<file path="src/rtl/orde_rd_return_ctrl.sv">
// -----------------------------------------------------------------------------
// orde_rd_return_ctrl
//
// This block sits downstream of the ordering response buffer. It queues the
// popped ordered-response metadata, because the pop-packet stream cannot be
// stalled. For each queued entry it captures the buffer's head data word and
// then does one of three things:
//   - RETURN   (rd_type 2'b00) : presents the word on the host read-return
//                                channel and waits for the valid/ready
//                                handshake.
//   - REG_LOAD (rd_type 2'b01) : loads the indirect-addressing base registers
//                                A/B/C. The mask is taken from data[226:224].
//   - DROP     (rd_type 2'b1x) : discards the word.
// Each entry consumes the head data word with a single o_data_pop pulse.
// After that pulse, the block waits DATA_SETTLE cycles before it samples
// i_data again.
//
// Ports
//   clk, rst          : clock, synchronous active-high reset
//   i_pop_pkt(_valid) : popped metadata, one-cycle valid, no backpressure
//   i_data            : head data word of the response buffer
//   o_data_pop        : one-cycle pulse consuming the head data word
//   o_rd_valid/i_rd_ready, o_rd_meta, o_rd_data : host read-return channel
//   o_reg_A/B/C_data  : indirect-addressing base registers
//   o_meta_afull      : metadata queue count >= META_DEPTH-2
//   o_meta_ovf        : sticky, a push was dropped on a full queue
//   o_ret_cnt         : completed host returns (wraps)
// -----------------------------------------------------------------------------
module orde_rd_return_ctrl #(
  parameter int unsigned META_W      = 32,
  parameter int unsigned DATA_WIDTH  = 256,
  parameter int unsigned META_DEPTH  = 8,
  parameter int unsigned DATA_SETTLE = 2
) (
  input  logic                  clk,
  input  logic                  rst,
  input  logic [META_W-1:0]     i_pop_pkt,
  input  logic                  i_pop_pkt_valid,
  input  logic [DATA_WIDTH-1:0] i_data,
  output logic                  o_data_pop,
  output logic                  o_rd_valid,
  input  logic                  i_rd_ready,
  output logic [META_W-1:0]     o_rd_meta,
  output logic [DATA_WIDTH-1:0] o_rd_data,
  output logic [31:0]           o_reg_A_data,
  output logic [31:0]           o_reg_B_data,
  output logic [31:0]           o_reg_C_data,
  output logic                  o_meta_afull,
  output logic                  o_meta_ovf,
  output logic [15:0]           o_ret_cnt
);

  localparam int unsigned PTR_W = $clog2(META_DEPTH);
  localparam int unsigned CNT_W = PTR_W + 1;
  localparam int unsigned SET_W = (DATA_SETTLE > 1) ? $clog2(DATA_SETTLE) : 1;
  localparam logic [SET_W-1:0] SETTLE_LOAD = SET_W'(DATA_SETTLE - 1);

  typedef enum logic [1:0] {
    S_IDLE,
    S_ISSUE,
    S_SETTLE
  } state_e;

  // ---------------------------------------------------------------------------
  // State
  // ---------------------------------------------------------------------------
  state_e                  state_q, state_d;
  logic [SET_W-1:0]        settle_q, settle_d;
  logic [META_W-1:0]       mem_q [META_DEPTH];
  logic [META_W-1:0]       mem_d [META_DEPTH];
  logic [PTR_W-1:0]        wr_ptr_q, wr_ptr_d;
  logic [PTR_W-1:0]        rd_ptr_q, rd_ptr_d;
  logic [CNT_W-1:0]        cnt_q, cnt_d;
  logic                    ovf_q, ovf_d;
  logic [META_W-1:0]       rd_meta_q, rd_meta_d;
  logic [DATA_WIDTH-1:0]   rd_data_q, rd_data_d;
  logic [31:0]             reg_a_q, reg_a_d;
  logic [31:0]             reg_b_q, reg_b_d;
  logic [31:0]             reg_c_q, reg_c_d;
  logic [15:0]             ret_cnt_q, ret_cnt_d;

  logic                    q_full;
  logic                    q_empty;
  logic                    q_push;
  logic                    q_pop;
  logic                    data_pop_c;
  logic                    rd_valid_c;
  logic [1:0]              cur_type;
  logic [2:0]              load_mask;

  assign q_full    = (cnt_q == CNT_W'(META_DEPTH));
  assign q_empty   = (cnt_q == '0);
  assign cur_type  = rd_meta_q[META_W-1 -: 2];
  assign load_mask = rd_data_q[226:224];

  // A push that arrives while the queue is full still succeeds when the same
  // cycle dequeues an entry, because a slot is freed in that cycle.
  assign q_push = i_pop_pkt_valid && (!q_full || q_pop);

  // ---------------------------------------------------------------------------
  // Metadata queue
  // ---------------------------------------------------------------------------
  always_comb begin
    mem_d    = mem_q;
    wr_ptr_d = wr_ptr_q;
    rd_ptr_d = rd_ptr_q;
    cnt_d    = cnt_q;
    ovf_d    = ovf_q;

    if (q_push) begin
      mem_d[wr_ptr_q] = i_pop_pkt;
      wr_ptr_d        = wr_ptr_q + PTR_W'(1);
    end
    if (q_pop) begin
      rd_ptr_d = rd_ptr_q + PTR_W'(1);
    end
    cnt_d = cnt_q + CNT_W'(q_push) - CNT_W'(q_pop);

    if (i_pop_pkt_valid && q_full && !q_pop) begin
      ovf_d = 1'b1;
    end
  end

  // ---------------------------------------------------------------------------
  // Return / register-load FSM
  // ---------------------------------------------------------------------------
  always_comb begin
    state_d    = state_q;
    settle_d   = settle_q;
    rd_meta_d  = rd_meta_q;
    rd_data_d  = rd_data_q;
    reg_a_d    = reg_a_q;
    reg_b_d    = reg_b_q;
    reg_c_d    = reg_c_q;
    ret_cnt_d  = ret_cnt_q;
    q_pop      = 1'b0;
    data_pop_c = 1'b0;
    rd_valid_c = 1'b0;

    unique case (state_q)
      S_IDLE: begin
        if (!q_empty && (settle_q == '0)) begin
          rd_meta_d = mem_q[rd_ptr_q];
          rd_data_d = i_data;
          state_d   = S_ISSUE;
        end
      end

      S_ISSUE: begin
        // The entry stays in the queue until it is retired here. The queue
        // count therefore includes the entry that is being issued.
        unique case (cur_type)
          2'b00: begin
            rd_valid_c = 1'b1;
            if (i_rd_ready) begin
              data_pop_c = 1'b1;
              q_pop      = 1'b1;
              ret_cnt_d  = ret_cnt_q + 16'd1;
              settle_d   = SETTLE_LOAD;
              state_d    = S_SETTLE;
            end
          end
          2'b01: begin
            if (load_mask[0]) reg_a_d = rd_data_q[31:0];
            if (load_mask[1]) reg_b_d = rd_data_q[63:32];
            if (load_mask[2]) reg_c_d = rd_data_q[95:64];
            data_pop_c = 1'b1;
            q_pop      = 1'b1;
            settle_d   = SETTLE_LOAD;
            state_d    = S_SETTLE;
          end
          default: begin
            data_pop_c = 1'b1;
            q_pop      = 1'b1;
            settle_d   = SETTLE_LOAD;
            state_d    = S_SETTLE;
          end
        endcase
      end

      S_SETTLE: begin
        if (settle_q == '0) begin
          state_d = S_IDLE;
        end else begin
          settle_d = settle_q - SET_W'(1);
        end
      end

      default: begin
        state_d = S_IDLE;
      end
    endcase
  end

  // ---------------------------------------------------------------------------
  // Registers
  // ---------------------------------------------------------------------------
  always_ff @(posedge clk) begin
    if (rst) begin
      state_q   <= S_IDLE;
      settle_q  <= '0;
      mem_q     <= '{default: '0};
      wr_ptr_q  <= '0;
      rd_ptr_q  <= '0;
      cnt_q     <= '0;
      ovf_q     <= 1'b0;
      rd_meta_q <= '0;
      rd_data_q <= '0;
      reg_a_q   <= '0;
      reg_b_q   <= '0;
      reg_c_q   <= '0;
      ret_cnt_q <= '0;
    end else begin
      state_q   <= state_d;
      settle_q  <= settle_d;
      mem_q     <= mem_d;
      wr_ptr_q  <= wr_ptr_d;
      rd_ptr_q  <= rd_ptr_d;
      cnt_q     <= cnt_d;
      ovf_q     <= ovf_d;
      rd_meta_q <= rd_meta_d;
      rd_data_q <= rd_data_d;
      reg_a_q   <= reg_a_d;
      reg_b_q   <= reg_b_d;
      reg_c_q   <= reg_c_d;
      ret_cnt_q <= ret_cnt_d;
    end
  end

  // ---------------------------------------------------------------------------
  // Outputs
  // ---------------------------------------------------------------------------
  // The strobes are masked while reset is asserted. A response that is
  // abandoned by reset is neither popped from the buffer nor handed to the
  // host.
  assign o_data_pop   = data_pop_c & ~rst;
  assign o_rd_valid   = rd_valid_c & ~rst;
  assign o_rd_meta    = rd_meta_q;
  assign o_rd_data    = rd_data_q;
  assign o_reg_A_data = reg_a_q;
  assign o_reg_B_data = reg_b_q;
  assign o_reg_C_data = reg_c_q;
  assign o_meta_afull = (cnt_q >= CNT_W'(META_DEPTH - 2));
  assign o_meta_ovf   = ovf_q;
  assign o_ret_cnt    = ret_cnt_q;

endmodule

</file>
<file path="config.mk">
export PLATFORM = sky130hd
export DESIGN_NAME = orde_rd_return_ctrl
export DESIGN_NICKNAME = d
export VERILOG_FILES = /design/src/rtl/orde_rd_return_ctrl.sv
export SDC_FILE = /design/constraint.sdc
export NUM_CORES = 1
export LEC_CHECK = 0
export CAP_MARGIN = 15
export CORE_AREA = 2 2 270 272
export CTS_CLUSTER_SIZE = 30
export DETAILED_ROUTE_END_ITERATION = 8
export DIE_AREA = 0 0 272 274
export PLACE_DENSITY = 0.62
export SLEW_MARGIN = 20
export SYNTH_ARGS = -nofsm -noshare
export SYNTH_HDL_FRONTEND = slang
export SYNTH_SLANG_ARGS = --single-unit
export TNS_END_PERCENT = 100
</file>
<file path="constraint.sdc">
create_clock -name clk -period 2.3 [get_ports clk]
set_input_delay 0.46 -clock clk [delete_from_list [all_inputs] [get_ports clk]]
set_output_delay 0.46 -clock clk [all_outputs]
set_load 0.02 [all_outputs]
</file>
* Yosys cells after proc, flatten, opt, wreduce, memory -nomap -nowiden *
Cells that the tools add are included.

storage, ports and cells
  flip-flop bits (word level) = 670
  logic and storage cells = 83
  output and inout port bits = 404
  RAM bits = 0
  latch bits = 0
  memories kept = 0
  bits of input ports = 292
  bits in read-only memories = 0

operators by class
  div/mod/pow operators = 0
  multiplexer cells = 20
  $add $sub $neg = 6
  shift operators = 0
  reductions and logical operators = 20
  multipliers = 0
  equality and inequality tests = 7
  order comparisons = 4
  bitwise gates (word level) = 6

operators by type and width
  operator                                                           count
  bitwise mux 256 bit                                                1
  binary-select mux 32 bit (select 3 bit)                            1
  demux 32 bit (select 3 bit)                                        1
  two-way mux 32 bit                                                 3
  adder 16 x 1 -> 16 bit, second input constant                      1
  AND reduction 3 bit                                                5
  greater-or-equal comparator 4 bit, second input constant           2
  two-way mux 1 bit                                                  8
  two-way mux 2 bit                                                  4
  inverter 3 -> 4 bit                                                2
  adder 3 x 1 -> 3 bit, second input constant                        2
  case mux 2 bit (3 select lines)                                    1
  logical AND 1 bit                                                  5
  adder 4 x 1 -> 4 bit                                               1
  equality test 2 x 1 -> 1 bit, second input constant                2
  equality test 4 bit, second input constant                         1
  greater-or-equal comparator 4 x 3 -> 1 bit, second input constant  1
  logical NOT 2 bit                                                  2
  logical NOT 4 bit                                                  1
  less-than comparator 4 x 1 -> 1 bit, second input constant         1
  inequality test 2 bit, second input constant                       2
  AND reduction 2 bit                                                2
  subtractor 4 x 1 -> 4 bit                                          1
  logical NOT 1 bit                                                  3
  8 further kinds                                                    10

* Logic depth before layout (Yosys ltp) *
  word-level depth = 7
  mapped depth = 10
  gate-level depth less buffers = 9

* Worst setup path before layout *
OpenSTA, ideal clock, no wires.

  kind = input to register
  start point = input port i_rd_ready
  end point = register cnt_q[2]
  stages = 10
  required time = 2.183 ns
  library setup time = 0.117 ns
  path buffers = 1
  slack = 0.032 ns
  data arrival time = 2.151 ns
  cells stage by stage = buf_2 -> or3_1 -> nand2_1 -> nand2_1 -> o21ai_0 -> ha_1 -> inv_1 -> fa_1 -> xor2_1 -> nor2_1

between the ends
  longest elaborated chain between the ends = 7

ends and longest elaborated chain
  element                      line  RTL
  start, declared              42    input logic i_rd_ready,
  two-way mux 1 bit *          155   if (i_rd_ready) begin
  two-way mux 1 bit *          152   unique case (cur_type)
  two-way mux 1 bit *          140   unique case (state_q)
  logical OR 1 bit             98    assign q_push = i_pop_pkt_valid && (!q_full || q_pop);
  logical AND 1 bit            98
  adder 4 x 1 -> 4 bit         117   cnt_d = cnt_q + CNT_W'(q_push) - CNT_W'(q_pop);
  subtractor 4 x 1 -> 4 bit *  117
  end signal, assigned         219   cnt_q <= cnt_d;
  end, declared                73    logic [CNT_W-1:0] cnt_q, cnt_d;

Every way passes the cells marked *; elsewhere a longest branch is shown, timed or not.
A chain may end at the register's enable or synchronous reset.

* Worst setup path after layout *
  start point = register rd_meta_q[31], in the netlist o_rd_meta[31]
  end point = output port o_rd_valid

between the ends
  longest elaborated chain between the ends = 4

ends and longest elaborated chain
  element                 line  RTL
  start, declared         75    logic [META_W-1:0] rd_meta_q, rd_meta_d;
  start signal, assigned  221   rd_meta_q <= rd_meta_d;
  logical NOT 2 bit       152
  two-way mux 1 bit       152
  two-way mux 1 bit       140
  bitwise AND 1 bit       237   assign o_rd_valid = rd_valid_c & ~rst;
  end, declared           41    output logic o_rd_valid,

No other way between the ends.

==> qor.txt <==
DRT Pass-1 Iters: 5
Clock Latency Late Sink: 620 ps
status: finished, violations left
Vias: 21.9k
critical path's largest stage delay: 420 ps
Die Width: 272 um
drt via density: 4.89
area grow syn2layout: 41.5%
most common cell after layout, fill and taps aside: nand2_1
failing checks: setup timing
leakage power figure: 15.0 nW
Peak supply drop: 0.847 mV
Antenna Nets Post-Route: 0
Slowest cell on crit path: nor4b_4
Final nets: 3753
Die Span Y: 274 um
cell depth of the worst flop-to-flop path: 10
Max Cap Viol: 0
critical-path cell list: nor4b_4, nor2b_4, clkdlybuf4s15_2
clk_skew: 25.3 ps
IO Pins: 696
CTS max path bufs: 3
area of placed instances: 34500 um2
Synth Flop Type: dfxtp_1
vias in the first global route: 20.5k
Hold/Removal Path Class: in2reg
cell taking the most area after synthesis: dfxtp_1
drt drc: 0
Setup crit start kind: register
CTS Buf Count: 75
grt ovf: 0
PwrDens: 1240 nW/um2
critical path required time: 1840 ps
pin count of the biggest net entering global routing: 141
Max FO, Critical Path: 4
final hold vios: 0
Avg Cell Area, Syn: 9.28 um2
maximum clock rate: 0.433 GHz
Post-Synthesis Cell Area: 26300 um2
share of cells above drive strength 1: 8.81%
nature of the critical path endpoint: output port
CTS tree: yes
Setup WS post-layout: -12.0 ps
placeable core region: 72000 um2
endpoints failing setup: 1
multi-input logic area: 11700 um2
hold path cells: 3
clock-pin slew on the worst setup and hold paths: 60 ps
First DRT Iteration DRCs: 1582
Tcrit/Tclk final: 101%
number of fill cells: 6695
post-route minimum period: 2310 ps
die area: 74500 um2
WL final: 98.1 mm
first-pass GRT wire length: 140 mm
Initial Utilization: 36.5%
Critical Path AT: 1850 ps
initial antenna violation count: 7
commonest non-fill, non-tap cells in the layout: 719 x nand2_1, 665 x dfxtp_1, 662 x clkdlybuf4s50_1
dpl hpwl: 71.5 mm
Storage cell area: 13400 um2
Slew Limit Fails: 0
Global Route Usage Sum: 25.2%
Final GP Congestion: 0.879
critical path class: reg2out
reg2reg setup slack: 190 ps
Rel. slew slack: 58.3%
Final Util: 51.6%
drt wl/cell: 21.9 um
FP Rows: 99
design area: 37200 um2
Yosys warnings: 0
Syn Nets: 3132
clock root cell: clkbuf_16
RSZ-0062 raised after global routing: yes
Seq cells post-synth: 670
asr flop ratio synth: 0%
Least-Margin Pin Slew: 626 ps
Synth area leaders: dfxtp_1 51%, nand2_1 10%, mux2i_1 9.8%
Synth cell types: 45
Post-synth EDFFs: 0
clock tree sinks: 670
PortBufs: 695
H-Tree Depth: 3
Syn Inst Count: 2830
sequential element share of the synthesized area: 51.1%
top-area cell type share of the netlist area: 51.1%
==> worst max-delay path: cells and delay by family (launching register included) <==
family                 cells  cell delay (ps)
buffers and inverters      1              260
flip-flops                 1              350
AND/OR/NAND/NOR            2              640
==> path summary, 6_finish.rpt <==
| kind | startpoint | end |
|---|---|---|
| worst max-delay path | o_rd_meta[31] | o_rd_valid |
| worst min-delay path | rst | mem_q[176] |
| worst max register to register | cnt_q[2] | cnt_q[3] |
| worst min register to register | o_rd_data[178] | o_rd_data[178] |
==> area by class of cell <==
| cell class | instances | share of cell area, % |
|---|---|---|
| clock buffer | 106 | 5.99 |
| inverter | 11 | 0.111 |
| multi-input combinational | 1908 | 31.5 |
| antenna | 6 | 0.0404 |
| sequential | 670 | 36.1 |
| tap | 959 | 3.23 |
| clock inverter | 29 | 0.865 |
| timing repair buffer | 785 | 22.1 |
==> what timing repair did <==
action / 4_1_cts / 5_1_grt
gates resized for setup: 15 / 31
hold buffers: 0 / 0
endpoints found under the setup margin: 8 / 28
setup buffers: 1 / 0
cloned: 0 / 0
==> metrics by stage <==
step / std cells / hold WS [ps] / power [mW] / TNS, ps / setup WS (ps)
floorplan: 2830 / 445 / 25.3 / 0 / 32.0
finish: 4474 / 250 / 46.2 / -12.0 / -12.0
global placement: 4332 / 441 / 34.0 / -5680 / -181
global route: 4471 / 252 / 48.5 / -38.5 / -38.5
CTS: 4468 / 206 / 46.5 / -40.0 / -40.0
detailed placement: 4332 / 445 / 34.1 / -8110 / -220
==> where the power goes <==
group	switching, mW	total, mW	leakage (nW)	internal (mW)
combinational	10.4	18.1	8.32	7.61
clock	5.02	12.4	1.26	7.34
sequential	1.79	15.8	5.45	14.0
total	17.3	46.2	15.0	28.9
==> metal layers <==
metal  track usage, %  part of all wire [%]
met1             33.3                    44
met2             35.8                    42
met4             8.62                   3.0
met3             12.2                    12
met5                0                 0.036
==> registers in the layout, summed over array words and instances (netlist names) <==
| register | count |
|---|---|
| o_reg_C_data | 32 |
| cnt_q | 4 |
| wr_ptr_q | 3 |
| rd_ptr_q | 3 |
| state_q | 2 |
| o_meta_ovf | 1 |
| mem_q | 256 |
| settle_q | 1 |
| o_reg_B_data | 32 |
| o_rd_data | 256 |
| o_ret_cnt | 16 |
| o_reg_A_data | 32 |
| o_rd_meta | 32 |
==> synth_stat cells, types with 4 or more instances <==
cell,instances
buf_2,94
xor2_1,8
nor3_1,34
o21ai_0,8
buf_6,13
mux2i_1,257
o22ai_1,33
buf_4,7
nor2_1,50
nand2b_1,291
buf_1,44
nand2_1,724
or3_1,7
and2_1,4
ha_1,9
mux4_2,64
nand3_1,14
a21oi_1,367
inv_1,11
dfxtp_1,670
nor2b_1,7
clkbuf_1,82
==> cell families (layout without fill, tap and decap cells) <==
family | after synthesis | after routing | synth area share (%)
AOI/OAI and AO/OA | 412 | 412 | 8.08
xor gates and xnor gates | 11 | 11 | 0.367
adders and majority gates | 10 | 10 | 0.505
buffers and inverters | 252 | 931 | 4.53
DFF | 670 | 670 | 51.1
muxes | 324 | 324 | 15.4
other | 0 | 6 | 0
and+or+nand+nor | 1151 | 1151 | 20.0
Note: power is estimated with default switching activity, not from simulation.
